===== config.mk =====
export PLATFORM = sky130hd
export DESIGN_NAME = io_bridge
export DESIGN_NICKNAME = d
export VERILOG_FILES = /design/src/rtl/io_bridge_pkg.sv /design/src/rtl/io_bridge_seg7_scan.sv /design/src/rtl/io_bridge.sv
export SDC_FILE = /design/constraint.sdc
export NUM_CORES = 1
export LEC_CHECK = 0
export ABC_AREA = 1
export CORE_ASPECT_RATIO = 1.25
export CORE_MARGIN = 2
export CORE_UTILIZATION = 55
export CTS_BUF_LIST = sky130_fd_sc_hd__clkbuf_8
export DETAILED_ROUTE_END_ITERATION = 6
export PLACE_DENSITY_LB_ADDON = 0.12
export SLEW_MARGIN = 40
export SYNTH_ARGS = -nofsm -noshare
export SYNTH_HDL_FRONTEND = slang
export SYNTH_SLANG_ARGS = --single-unit

===== constraint.sdc =====
create_clock -name cpu_clk -period 3.8 [get_ports cpu_clk]
set_input_delay 0.95 -clock cpu_clk [delete_from_list [all_inputs] [get_ports cpu_clk]]
set_output_delay 0.95 -clock cpu_clk [all_outputs]
set_load 0.01 [all_outputs]

===== src/rtl/io_bridge_pkg.sv =====
// Shared constants, register map and segment codes for the CPU-side I/O bridge.
package io_bridge_pkg;

    localparam int unsigned DATA_W  = 32;
    localparam int unsigned ADDR_W  = 32;
    localparam int unsigned DRAM_AW = 14;
    localparam int unsigned LED_W   = 24;
    localparam int unsigned SW_W    = 24;
    localparam int unsigned BTN_W   = 5;
    localparam int unsigned DIG_N   = 8;
    localparam int unsigned SEG_W   = 8;
    localparam int unsigned OFF_W   = 12;

    localparam logic [19:0] PERIPH_BASE = 20'hFFFFF;

    localparam logic [OFF_W-1:0] OFF_DIG  = 12'h000;
    localparam logic [OFF_W-1:0] OFF_TCNT = 12'h020;
    localparam logic [OFF_W-1:0] OFF_TDIV = 12'h024;
    localparam logic [OFF_W-1:0] OFF_LED  = 12'h060;
    localparam logic [OFF_W-1:0] OFF_SW   = 12'h070;
    localparam logic [OFF_W-1:0] OFF_BTN  = 12'h078;

    // Active-low {DP,G,F,E,D,C,B,A}, DP always off.
    localparam logic [SEG_W-1:0] SEG_CODE [16] = '{
        8'hC0, 8'hF9, 8'hA4, 8'hB0, 8'h99, 8'h92, 8'h82, 8'hF8,
        8'h80, 8'h90, 8'h88, 8'h83, 8'hC6, 8'hA1, 8'h86, 8'h8E
    };

    typedef enum logic [2:0] {
        REG_NONE,
        REG_DIG,
        REG_TCNT,
        REG_TDIV,
        REG_LED,
        REG_SW,
        REG_BTN
    } reg_sel_e;

    typedef struct packed {
        logic [ADDR_W-1:0] addr;
        logic              we;
        logic [DATA_W-1:0] wdata;
    } bus_req_t;

    function automatic reg_sel_e decode_off(input logic [OFF_W-1:0] off);
        logic [OFF_W-1:0] word_off;
        word_off = {off[OFF_W-1:2], 2'b00};
        case (word_off)
            OFF_DIG:  decode_off = REG_DIG;
            OFF_TCNT: decode_off = REG_TCNT;
            OFF_TDIV: decode_off = REG_TDIV;
            OFF_LED:  decode_off = REG_LED;
            OFF_SW:   decode_off = REG_SW;
            OFF_BTN:  decode_off = REG_BTN;
            default:  decode_off = REG_NONE;
        endcase
    endfunction

    function automatic logic [SEG_W-1:0] hex_to_seg(input logic [3:0] hex);
        hex_to_seg = SEG_CODE[hex];
    endfunction

endpackage


===== src/rtl/io_bridge_seg7_scan.sv =====
// Multiplexed 8-digit 7-segment scanner: rotates the lit digit every SCAN_DIV cycles.
module seg7_scan
    import io_bridge_pkg::*;
#(
    parameter int unsigned SCAN_DIV = 20000
) (
    input  logic                   cpu_clk,
    input  logic                   cpu_rst,
    input  logic [DATA_W-1:0]      dig,
    output logic [DIG_N-1:0]       dig_en,
    output logic [SEG_W-1:0]       dig_seg
);

    localparam int unsigned CNT_W = (SCAN_DIV > 1) ? $clog2(SCAN_DIV) : 1;
    localparam int unsigned IDX_W = 3;

    logic [CNT_W-1:0] scan_q, scan_d;
    logic [IDX_W-1:0] idx_q, idx_d;
    logic [3:0]       nib_c;

    always_comb begin
        scan_d = scan_q + CNT_W'(1);
        idx_d  = idx_q;
        if (scan_q == CNT_W'(SCAN_DIV - 1)) begin
            scan_d = '0;
            idx_d  = idx_q + IDX_W'(1);
        end
    end

    always_ff @(posedge cpu_clk) begin
        if (cpu_rst) begin
            scan_q <= '0;
            idx_q  <= '0;
        end else begin
            scan_q <= scan_d;
            idx_q  <= idx_d;
        end
    end

    // Decoded straight from flops so a DIG write shows the cycle after its edge.
    always_comb begin
        nib_c   = dig[4*idx_q +: 4];
        dig_en  = ~(DIG_N'(1) << idx_q);
        dig_seg = hex_to_seg(nib_c);
    end

endmodule


===== src/rtl/io_bridge.sv =====
// Data-bus bridge: splits CPU accesses between DRAM and the board peripherals
// (display, LEDs, switches, buttons, timer) with zero-wait combinational reads.
module io_bridge
    import io_bridge_pkg::*;
#(
    parameter int unsigned       SCAN_DIV = 20000,
    parameter logic [DATA_W-1:0] TDIV_RST = 32'd0
) (
    input  logic                cpu_clk,
    input  logic                cpu_rst,
    input  logic [ADDR_W-1:0]   Bus_addr,
    input  logic                Bus_we,
    input  logic [DATA_W-1:0]   Bus_wdata,
    output logic [DATA_W-1:0]   Bus_rdata,
    output logic [DRAM_AW-1:0]  dram_addr,
    output logic                dram_we,
    output logic [DATA_W-1:0]   dram_wdata,
    input  logic [DATA_W-1:0]   dram_rdata,
    input  logic [SW_W-1:0]     sw,
    input  logic [BTN_W-1:0]    btn,
    output logic [LED_W-1:0]    led,
    output logic [DIG_N-1:0]    dig_en,
    output logic [SEG_W-1:0]    dig_seg
);

    bus_req_t    req_c;
    logic        periph_c;
    reg_sel_e    sel_c;
    logic        unused_addr_lsb;

    logic [DATA_W-1:0] dig_q, dig_d;
    logic [LED_W-1:0]  led_q, led_d;
    logic [DATA_W-1:0] tcnt_q, tcnt_d;
    logic [DATA_W-1:0] tdiv_q, tdiv_d;
    logic [DATA_W-1:0] presc_q, presc_d;
    logic [SW_W-1:0]   sw_meta_q, sw_s_q;
    logic [BTN_W-1:0]  btn_meta_q, btn_s_q;

    assign req_c           = '{addr: Bus_addr, we: Bus_we, wdata: Bus_wdata};
    assign unused_addr_lsb = ^req_c.addr[1:0];

    // Address decode and DRAM side.
    always_comb begin
        periph_c   = (req_c.addr[31:12] == PERIPH_BASE);
        sel_c      = periph_c ? decode_off(req_c.addr[OFF_W-1:0]) : REG_NONE;
        dram_addr  = req_c.addr[15:2];
        dram_wdata = req_c.wdata;
        dram_we    = req_c.we & ~periph_c;
    end

    // Zero-wait read mux.
    always_comb begin
        Bus_rdata = dram_rdata;
        if (periph_c) begin
            case (sel_c)
                REG_DIG:  Bus_rdata = dig_q;
                REG_TCNT: Bus_rdata = tcnt_q;
                REG_TDIV: Bus_rdata = tdiv_q;
                REG_LED:  Bus_rdata = {8'b0, led_q};
                REG_SW:   Bus_rdata = {8'b0, sw_s_q};
                REG_BTN:  Bus_rdata = {27'b0, btn_s_q};
                default:  Bus_rdata = '0;
            endcase
        end
    end

    // Register writes and timer; bus writes to TCNT/TDIV override the tick.
    always_comb begin
        dig_d   = dig_q;
        led_d   = led_q;
        tcnt_d  = tcnt_q;
        tdiv_d  = tdiv_q;
        presc_d = presc_q;

        if (tdiv_q != '0) begin
            if (presc_q == DATA_W'(tdiv_q - 32'd1)) begin
                presc_d = '0;
                tcnt_d  = tcnt_q + DATA_W'(1);
            end else begin
                presc_d = presc_q + DATA_W'(1);
            end
        end

        if (req_c.we) begin
            case (sel_c)
                REG_DIG:  dig_d = req_c.wdata;
                REG_LED:  led_d = req_c.wdata[LED_W-1:0];
                REG_TCNT: begin
                    tcnt_d  = req_c.wdata;
                    presc_d = '0;
                end
                REG_TDIV: begin
                    tdiv_d  = req_c.wdata;
                    presc_d = '0;
                end
                default: ;
            endcase
        end
    end

    always_ff @(posedge cpu_clk) begin
        if (cpu_rst) begin
            dig_q      <= '0;
            led_q      <= '0;
            tcnt_q     <= '0;
            tdiv_q     <= TDIV_RST;
            presc_q    <= '0;
            sw_meta_q  <= '0;
            sw_s_q     <= '0;
            btn_meta_q <= '0;
            btn_s_q    <= '0;
        end else begin
            dig_q      <= dig_d;
            led_q      <= led_d;
            tcnt_q     <= tcnt_d;
            tdiv_q     <= tdiv_d;
            presc_q    <= presc_d;
            sw_meta_q  <= sw;
            sw_s_q     <= sw_meta_q;
            btn_meta_q <= btn;
            btn_s_q    <= btn_meta_q;
        end
    end

    assign led = led_q;

    seg7_scan #(
        .SCAN_DIV (SCAN_DIV)
    ) u_scan (
        .cpu_clk (cpu_clk),
        .cpu_rst (cpu_rst),
        .dig     (dig_q),
        .dig_en  (dig_en),
        .dig_seg (dig_seg)
    );

endmodule


==> qor.yml, run 1 <==
pwr:
  power_w: 0.00526
  power_leakage_nw: 8.21
  ir_drop_v: 0.000368
  power_density_nw_per_um2: 284
logic_synthesis:
  syn_nets: 2391
  synth_seq_cells: 228
  netlist.area_leader.share: 0.322
  ys_seq_area_frac: 0.322
  synth_edf_count: 0
  async_flop_share: 0
  yosys.area.top_type: "dfxtp_1"
  ys.flop_type: "dfxtp_1"
  syn_area_um2: 14200
  ys_warn_count: 0
  synth_common_cells: "521 x nand2_1, 326 x inv_1, 267 x nor2_1, 228 x dfxtp_1, 156 x a21oi_1"
  synth_area_per_cell_um2: 6.31
  yosysMostFrequentCell: "nand2_1"
  yosys-top-cells-area: "dfxtp_1 32%, nand2_1 14%, inv_1 8.6%"
  synth.distinct_cells: 48
  syn-instance-count: 2247
die:
  ios: 247
  rows: 65
  die_x_um: 148
  initial_core_util: 0.561
  dieArea_um2: 27100
  die_h_um: 184
  core_um2: 25300
cells_and_area:
  drive_gt1_frac: 0.143
  fill_cells: 2006
  final_util: 0.733
  diodes: 0
  final_nets: 2639
  seq_area_um2: 4570
  area_delta_synth_final_pct: 30.7
  instances_no_fill: 2859
  multiInputGateArea_um2: 8110
placed_design:
  dp_cells: 2752
  dpl.hpwl_mm: 40.9
  dpl_worst_slack_ps: -983
  finalWeightedCongestion: 1.05
  numPortBuffers: 243
timing:
  final_hold_viol_count: 0
  setup_slack_ps: -319
  setup_violations: 32
  fmax_mhz: 243
  period_share: 1.08
  whs_ps: 401
  min_period_ps: 4120
  clock-skew-final_ps: 18.8
  slew_headroom: 0.458
  tightestPinTransition_ps: 805
  drv_slew: 0
  rsz0062_at_grt: "yes"
global_route:
  grt_util_all_layers: 0.397
  grt_pass1_vias: 15400
  antenna_found_initial: 0
  grt_pass1_wl_mm: 84.2
  gr-total-overflow: 0
  grt_max_degree: 77
worst_setup_path:
  worstPathMaxFanout: 6
  r2r_slack_ps: 590
  crit_start: "Bus_addr[7]"
  critical_path_class: "in -> out"
  slowest_delay_ps: 210
  end_kind: "output port"
  cp_cell_sequence: "clkdlybuf4s15_2 > inv_1 > nand2_2 > buf_6 > inv_2 > nand2_2 > nor2_2 > nand2_1 > nand2_1 > o21bai_4 > nand2_4 > buf_6 > nand3_4 > clkbuf_16 > o22ai_1 > a21oi_1 > nand3_1 > buf_2"
  cp_slowest_cell: "clkbuf_16"
  cp.required_ps: 2850
  timing.rr.start: "tdiv_q[0]$_SDFFE_PP0P_"
  arrival_ps: 3170
  startpoint_type: "input pin"
status:
  status: "finished, violations left"
  violations: "setup timing"
clock_network:
  cts_tree: "yes"
  cts_buffers: 38
  cts_htree_levels: 2
  insertion_delay_ps: 570
  clockBufferDepth: 3
  root_buffer: "clkbuf_8"
  clkTransAtPathRegs_ps: 60
  clkSinkCount: 228
min_path:
  hp-class: "reg -> reg"
  hold_start: "sw_meta_q[17]$_SDFF_PP0_"
routing:
  via_per_inst: 5.84
  dr.first_iter.drc_count: 2280
  wire_per_inst_um: 20.0
  first_pass_iters: 7
  wirelength_mm: 57.2
  drc: 0
  ant_nets: 0
  routed-via-count: 16700
job:
  drv_cap: 0
[logic make-up after synthesis]
kind of cell,count (synthesis),share of synthesized area
XOR/XNOR,70,0.0432
buffers and inverters,472,0.142
other,1,0.000264
adder cells (fa/ha/maj),16,0.0141
AND/OR/NAND/NOR,1115,0.348
AO/OA/AOI/OAI,345,0.130
flip-flops,228,0.322
[critical path: cells and delay by family]
family	cells	cell delay [ps]
buffers and inverters	7	940
AOI/OAI and AO/OA	3	410
and+or+nand+nor	8	860
[cell usage in the layout, fill, tap and decap left out, types with 16 or more instances in the layout]
cell,instances
a21oi_1,129
nand3_1,125
nand2_1,513
nor3_1,43
buf_4,68
clkbuf_8,47
o21ai_0,128
nand2_2,17
o22ai_1,21
dfxtp_1,226
xor2_1,54
nor2_2,23
nor2_4,27
a21oi_2,25
buf_2,33
dlygate4sd2_1,23
nand4_1,69
nor2_1,237
inv_1,326
xnor2_1,16
clkdlybuf4s50_1,173
inv_2,17
[layout make-up]
class / count / share of cell area
Clock buffer: 47 / 0.0349
Clock inverter: 22 / 0.0101
Inverter: 340 / 0.0700
Multi-Input combinational cell: 1547 / 0.438
Sequential cell: 228 / 0.247
Tap cell: 335 / 0.0226
Timing Repair Buffer: 340 / 0.178
[timing repair]
item | in CTS | in global routing
cloned | 6 | 2
pin swaps | 41 | 28
hold buffers | 0 | 0
setup endpoints to repair | 39 | 37
gates resized for setup | 295 | 61
buffers inserted | 21 | 11
[worst paths after layout]
kind                                end  depth (start not counted)
hold / removal    sw_s_q[17]$_SDFF_PP0_                          2
setup / recovery           Bus_rdata[6]                         18
setup reg to reg  tcnt_q[19]$_SDFF_PP0_                         18
hold reg to reg   sw_s_q[17]$_SDFF_PP0_                          2
[state kept, by name (all words and copies together), names as in the netlist]
| register | cells |
|---|---|
| btn_s_q | 5 |
| sw_meta_q | 24 |
| led | 24 |
| tdiv_q | 32 |
| dig_q | 32 |
| u_scan.idx_q | 3 |
| u_scan.scan_q | 15 |
| sw_s_q | 24 |
| tcnt_q | 32 |
| btn_meta_q | 5 |
| presc_q | 32 |
[metrics by stage]
stage               area, um^2  setup TNS (ps)
CTS                      18200           -1840
global placement         16900          -26680
global route             18500           -8920
detailed placement       16900          -29960
finish                   18500           -5810
floorplan                14200               0
[power by group]
| group | leakage (nW) | internal (W) | switching, W |
|---|---|---|---|
| combinational | 5.90 | 0.000206 | 0.000204 |
| sequential | 1.85 | 0.00242 | 0.0000128 |
| clock | 0.454 | 0.00133 | 0.00109 |
| total | 8.21 | 0.00396 | 0.00130 |
[per-layer routing]
layer / part of all wire / vias up / GRT usage
li1: - / 7634 / -
met1: 0.35 / 7621 / 0.454
met2: 0.47 / 1115 / 0.691
met3: 0.10 / 333 / 0.0747
met4: 0.078 / 0 / 0.230
met5: 0 / - / 0
(Power assumes the default switching activity.)
==> run 2: changes to the inputs <==
--- a/config.mk
+++ b/config.mk
@@ -8,7 +8,7 @@
 export ABC_AREA = 1
 export CORE_ASPECT_RATIO = 1.25
 export CORE_MARGIN = 2
-export CORE_UTILIZATION = 55
+export CORE_UTILIZATION = 50
 export CTS_BUF_LIST = sky130_fd_sc_hd__clkbuf_8
 export DETAILED_ROUTE_END_ITERATION = 6
 export PLACE_DENSITY_LB_ADDON = 0.12
==> constraint.sdc (replaced) <==
create_clock -name cpu_clk -period 3.6 [get_ports cpu_clk]
set_input_delay 0.9 -clock cpu_clk [delete_from_list [all_inputs] [get_ports cpu_clk]]
set_output_delay 0.9 -clock cpu_clk [all_outputs]
set_load 0.01 [all_outputs]
==> run 2 against run 1 <==
  * The run still ends with setup timing left
  * Combinational power grew 9.8%
  * Clock skew grew 2.3 ps
  * Die area grew 9.7%
  * Clock-buffer cell count is the same
  * Global-route usage shrank 2.2 points
==> qor.yml, run 2 (synthesis results as in run 1) <==
cells_and_area:
  final_area_um2: 19500
  fill_cells: 2344
  drive_gt1_frac: 0.176
  final_common_cell: "nand2_1"
  final_nets: 2680
  area_delta_synth_final_pct: 37.5
  final_cell_mix: "494 x nand2_1, 321 x inv_1, 250 x nor2_1"
timing:
  tns_ps: -7520
  final_hold_viol_count: 0
  whs_ps: 393
  tightestPinTransition_ps: 765
  rsz0062_at_grt: "yes"
  slew_headroom: 0.485
  drv_slew: 0
  period_share: 1.09
  clock-skew-final_ps: 21.1
  setup_violations: 32
  setup_slack_ps: -323
  fmax_mhz: 255
  min_period_ps: 3920
routing:
  wire_per_inst_um: 20.6
  wirelength_mm: 60.1
  routed-via-count: 16700
  dr.first_iter.drc_count: 1966
  first_pass_iters: 6
  ant_nets: 0
  via_per_inst: 5.72
  drc: 0
pwr:
  power_leakage_nw: 8.57
  power_density_nw_per_um2: 290
  ir_drop_v: 0.000265
clock_network:
  cts_buffers: 38
  cts_htree_levels: 2
  cts_tree: "yes"
  clockBufferDepth: 3
  clkTransAtPathRegs_ps: 70
  clkSinkCount: 228
  insertion_delay_ps: 580
  holdBufCountCts: 0
  root_buffer: "clkbuf_8"
placed_design:
  finalWeightedCongestion: 0.942
  dpl.hpwl_mm: 40.9
  placed_cell_area_um2: 16900
  numPortBuffers: 243
job:
  drv_cap: 0
global_route:
  gr-total-overflow: 0
  antenna_found_initial: 0
  grt_util_all_layers: 0.375
  grt_pass1_vias: 15500
  grt_max_degree: 123
  grt_pass1_wl_mm: 86.7
status:
  status: "finished, violations left"
  violations: "setup timing"
die:
  rows: 68
  die_x_um: 155
  core_um2: 27700
  dieArea_um2: 29700
  initial_core_util: 0.511
  die_h_um: 192
  ios: 247
worst_setup_path:
  startpoint_type: "input pin"
  cp.required_ps: 2700
  critical_path_class: "in -> out"
  end_kind: "output port"
  worstPathMaxFanout: 6
  arrival_ps: 3020
  crit_start: "Bus_addr[3]"
  timing.rr.start: "tdiv_q[0]$_SDFFE_PP0P_"
min_path:
  hold_start: "sw_meta_q[7]$_SDFF_PP0_"
  hp-class: "reg -> reg"
[run 2: cell types whose count changed in the layout (fill, tap and decap cells not counted), moves of 8 or more]
cell           previous run  this run
o22ai_4                   2        13
buf_4                    68        90
buf_6                    14        30
o22ai_1                  21        12
nand2_1                 513       494
nand2_2                  17        28
nand3_2                   6        14
dlygate4sd2_1            23        14
nor2_1                  237       250
nand3_1                 125       117
[run 2: path summary, 6_finish.rpt]
check / to / slack (ps) / cells past startpoint
max: Bus_rdata[6] / -320 / 16
min: sw_s_q[7]$_SDFF_PP0_ / 390 / 2
max reg2reg: tcnt_q[1]$_SDFF_PP0_ / 420 / 19
min reg2reg: sw_s_q[7]$_SDFF_PP0_ / 390 / 2
[run 2: final cells by class]
type / instances / area [um^2] / area share
tap: 350 / 438 / 0.0225
inverter: 340 / 1330 / 0.0683
clock inverter: 20 / 209 / 0.0107
sequential: 228 / 4570 / 0.234
multi-input combinational: 1547 / 8470 / 0.434
antenna: 1 / 2.50 / 0.000128
clock buffer: 47 / 647 / 0.0332
timing repair buffer: 381 / 3830 / 0.197
[run 2: power by group]
part | switching [W] | leakage [nW] | total [W] | internal (W)
clock network | 0.00115 | 0.447 | 0.00263 | 0.00148
logic | 0.000219 | 6.28 | 0.000450 | 0.000231
registers | 0.0000131 | 1.85 | 0.00257 | 0.00256
total | 0.00139 | 8.57 | 0.00565 | 0.00426
[run 2: worst max-delay path, cell delays in order]
cell and delay, ps:
dlygate4sd2_1 270, nor2_2 190, nand2_1 110, nor2_2 130, nand2_1 90, nand2_2 80, o21bai_4 140, nand2_4 130
inv_6 110, nand3_4 110, inv_8 120, buf_12 150, buf_8 150, a21oi_2 70, nand3_1 110, buf_2 140
[run 2: repair_timing]
action                                  4_1_cts  5_1_grt
endpoints found under the setup margin       39      157
gates cloned                                 10        8
pin swaps                                    57       56
resized for setup                           369      145
setup buffers                                54       15
[run 2: metal layers]
metal / GRT usage / up-vias / share of wire
met5: 0 / - / 0
met4: 0.224 / 0 / 0.081
met3: 0.0671 / 323 / 0.098
met2: 0.640 / 1078 / 0.46
met1: 0.441 / 7541 / 0.36
li1: - / 7725 / -
[run 2: stage by stage]
| step | util | setup slack [ps] | std cells | total power [W] |
|---|---|---|---|---|
| global placement | 0.609 | -1100 | 2769 | 0.00306 |
| detailed placement | 0.609 | -1110 | 2769 | 0.00306 |
| CTS | 0.679 | -257 | 2900 | 0.00563 |
| floorplan | - | 105 | 2247 | 0.00279 |
| global route | 0.703 | -381 | 2913 | 0.00580 |
| finish | 0.703 | -323 | 2914 | 0.00565 |
==> RTL edit, RTL diff (config.mk and constraints of run 1) <==
Change the package constant `SEG_W` from 8 to 9.
--- a/src/rtl/io_bridge_pkg.sv
+++ b/src/rtl/io_bridge_pkg.sv
@@ -9,5 +9,5 @@
     localparam int unsigned BTN_W   = 5;
     localparam int unsigned DIG_N   = 8;
-    localparam int unsigned SEG_W   = 8;
+    localparam int unsigned SEG_W   = 9;
     localparam int unsigned OFF_W   = 12;
 
Interface: changed (resized dig_seg); port bits go from 247 to 248. The function was not compared with the original's and may differ.
==> RTL edit against run 1 <==
  * The run still ends with setup timing left
  * Sequential power about the same
  * Total power decreased by 1.2%
  * Design area is 0.54% higher
  * Worst setup slack gained 0.056 ns
  * Routed wire length shrank 0.45%
  * Clock skew fell by 0.011 ns
  * Sequential share of layout area fell by 0.13 points
  * Utilization is 0.40 points higher
  * Synthesized area barely moved
  * Sequential cell count is the same
  * Via count shrank 0.92%
  * Final cell count is the same
  * Combinational power grew 2%
==> RTL edit: results <==
[global_routing]
grt_pass1_vias = 15729
grt_max_degree = 123
grt_use_met1_pct = 44.04
grt_usage_pct = 39.12
grt.met3_usage_pct = 7.171
met2_usage_pct = 67.91
grt_first_pass_wirelength_um = 83630

[run_status]
failed_checks = "setup timing"
status = "finished, violations left"

[pwr]
p_leak_nw = 8.343
vdd_drop_max_v = 0.0003501
power.density_mw_per_mm2 = 279.1

[placement]
gp_congestion = 1.022
pre_cts_slack_ns = -0.9868
hpwlAfterDp_um = 40420
placed_cells = 2754

[cells_and_area]
final_nets = 2640
fillers = 1976
nMultiInputCombCells = 1548
clock_buffers = 50
buffer_area_share_pct = 18.05
drive_above_1_share_pct = 14.34
seq-cell-share_pct = 24.53
final-clk-cell-share_pct = 4.426
antenna_cells = 0

[detailed_routing]
first_pass_iters = 6
routedWlPerCell_um = 19.92
met2_length_um = 26880
drt-initial-drc-count = 2065
vias = 16549
wl_met3_um = 5600

[synth]
ys_seq_area_share_pct = 32.17
syn_nets = 2393
avgSynthCellArea_um2 = 6.309
yosys_warnings = 0
synthTopCellsByArea = "dfxtp_1, nand2_1, inv_1, nor2_1, a21oi_1"

[sta]
finalSetupViolations = 49
finClkSkew_ns = 0.007406
setup_slack_ns = -0.2629
hold_ws_ns = 0.4007
setup_tns_ns = -6.216

[setup_path]
cp_max_fo = 12
endpoint = "Bus_rdata[20]"
slowest_stage = "dlygate4sd2_1"
r2r_slack_ns = 0.73
crit_start = "Bus_addr[6]"
cp.arrival_ns = 3.11

[clock_tree]
insertion_delay_ns = 0.54

[hold_path]
min_from = "sw_meta_q[20]$_SDFF_PP0_"
## RTL edit: cell types whose count changed in the layout (fill, tap and decap cells not counted), sizes merged, moves of 3 or more
| cell | change |
|---|---|
| clkbuf | +3 |
| dlymetal6s2s | +4 |
| clkdlybuf4s15 | -3 |
| buf | +6 |
| dlygate4sd2 | -6 |
## RTL edit: power breakdown
part           switching [mW]  internal (mW)  total, mW
Sequential             0.0113           2.42       2.43
Combinational           0.207          0.213      0.419
Clock                    1.03           1.32       2.35
## RTL edit: cells by family (layout without fill, tap and decap cells)
family	count (synthesis)	in the layout	share of synthesized area (%)
and+or+nand+nor	1115	1115	34.82
buffers and inverters	473	748	14.28
AOI/OAI and AO/OA	345	345	12.94
DFF	228	228	32.17
xor gates and xnor gates	70	70	4.321
adders and majority gates	16	16	1.411
other	2	2	0.05293
## RTL edit: what timing repair did
action	CTS	global route
endpoints found under the hold margin	0	0
setup buffers	27	4
gates cloned	5	3
setup endpoints to repair	39	131
pin swaps	55	23
resized for setup	315	66
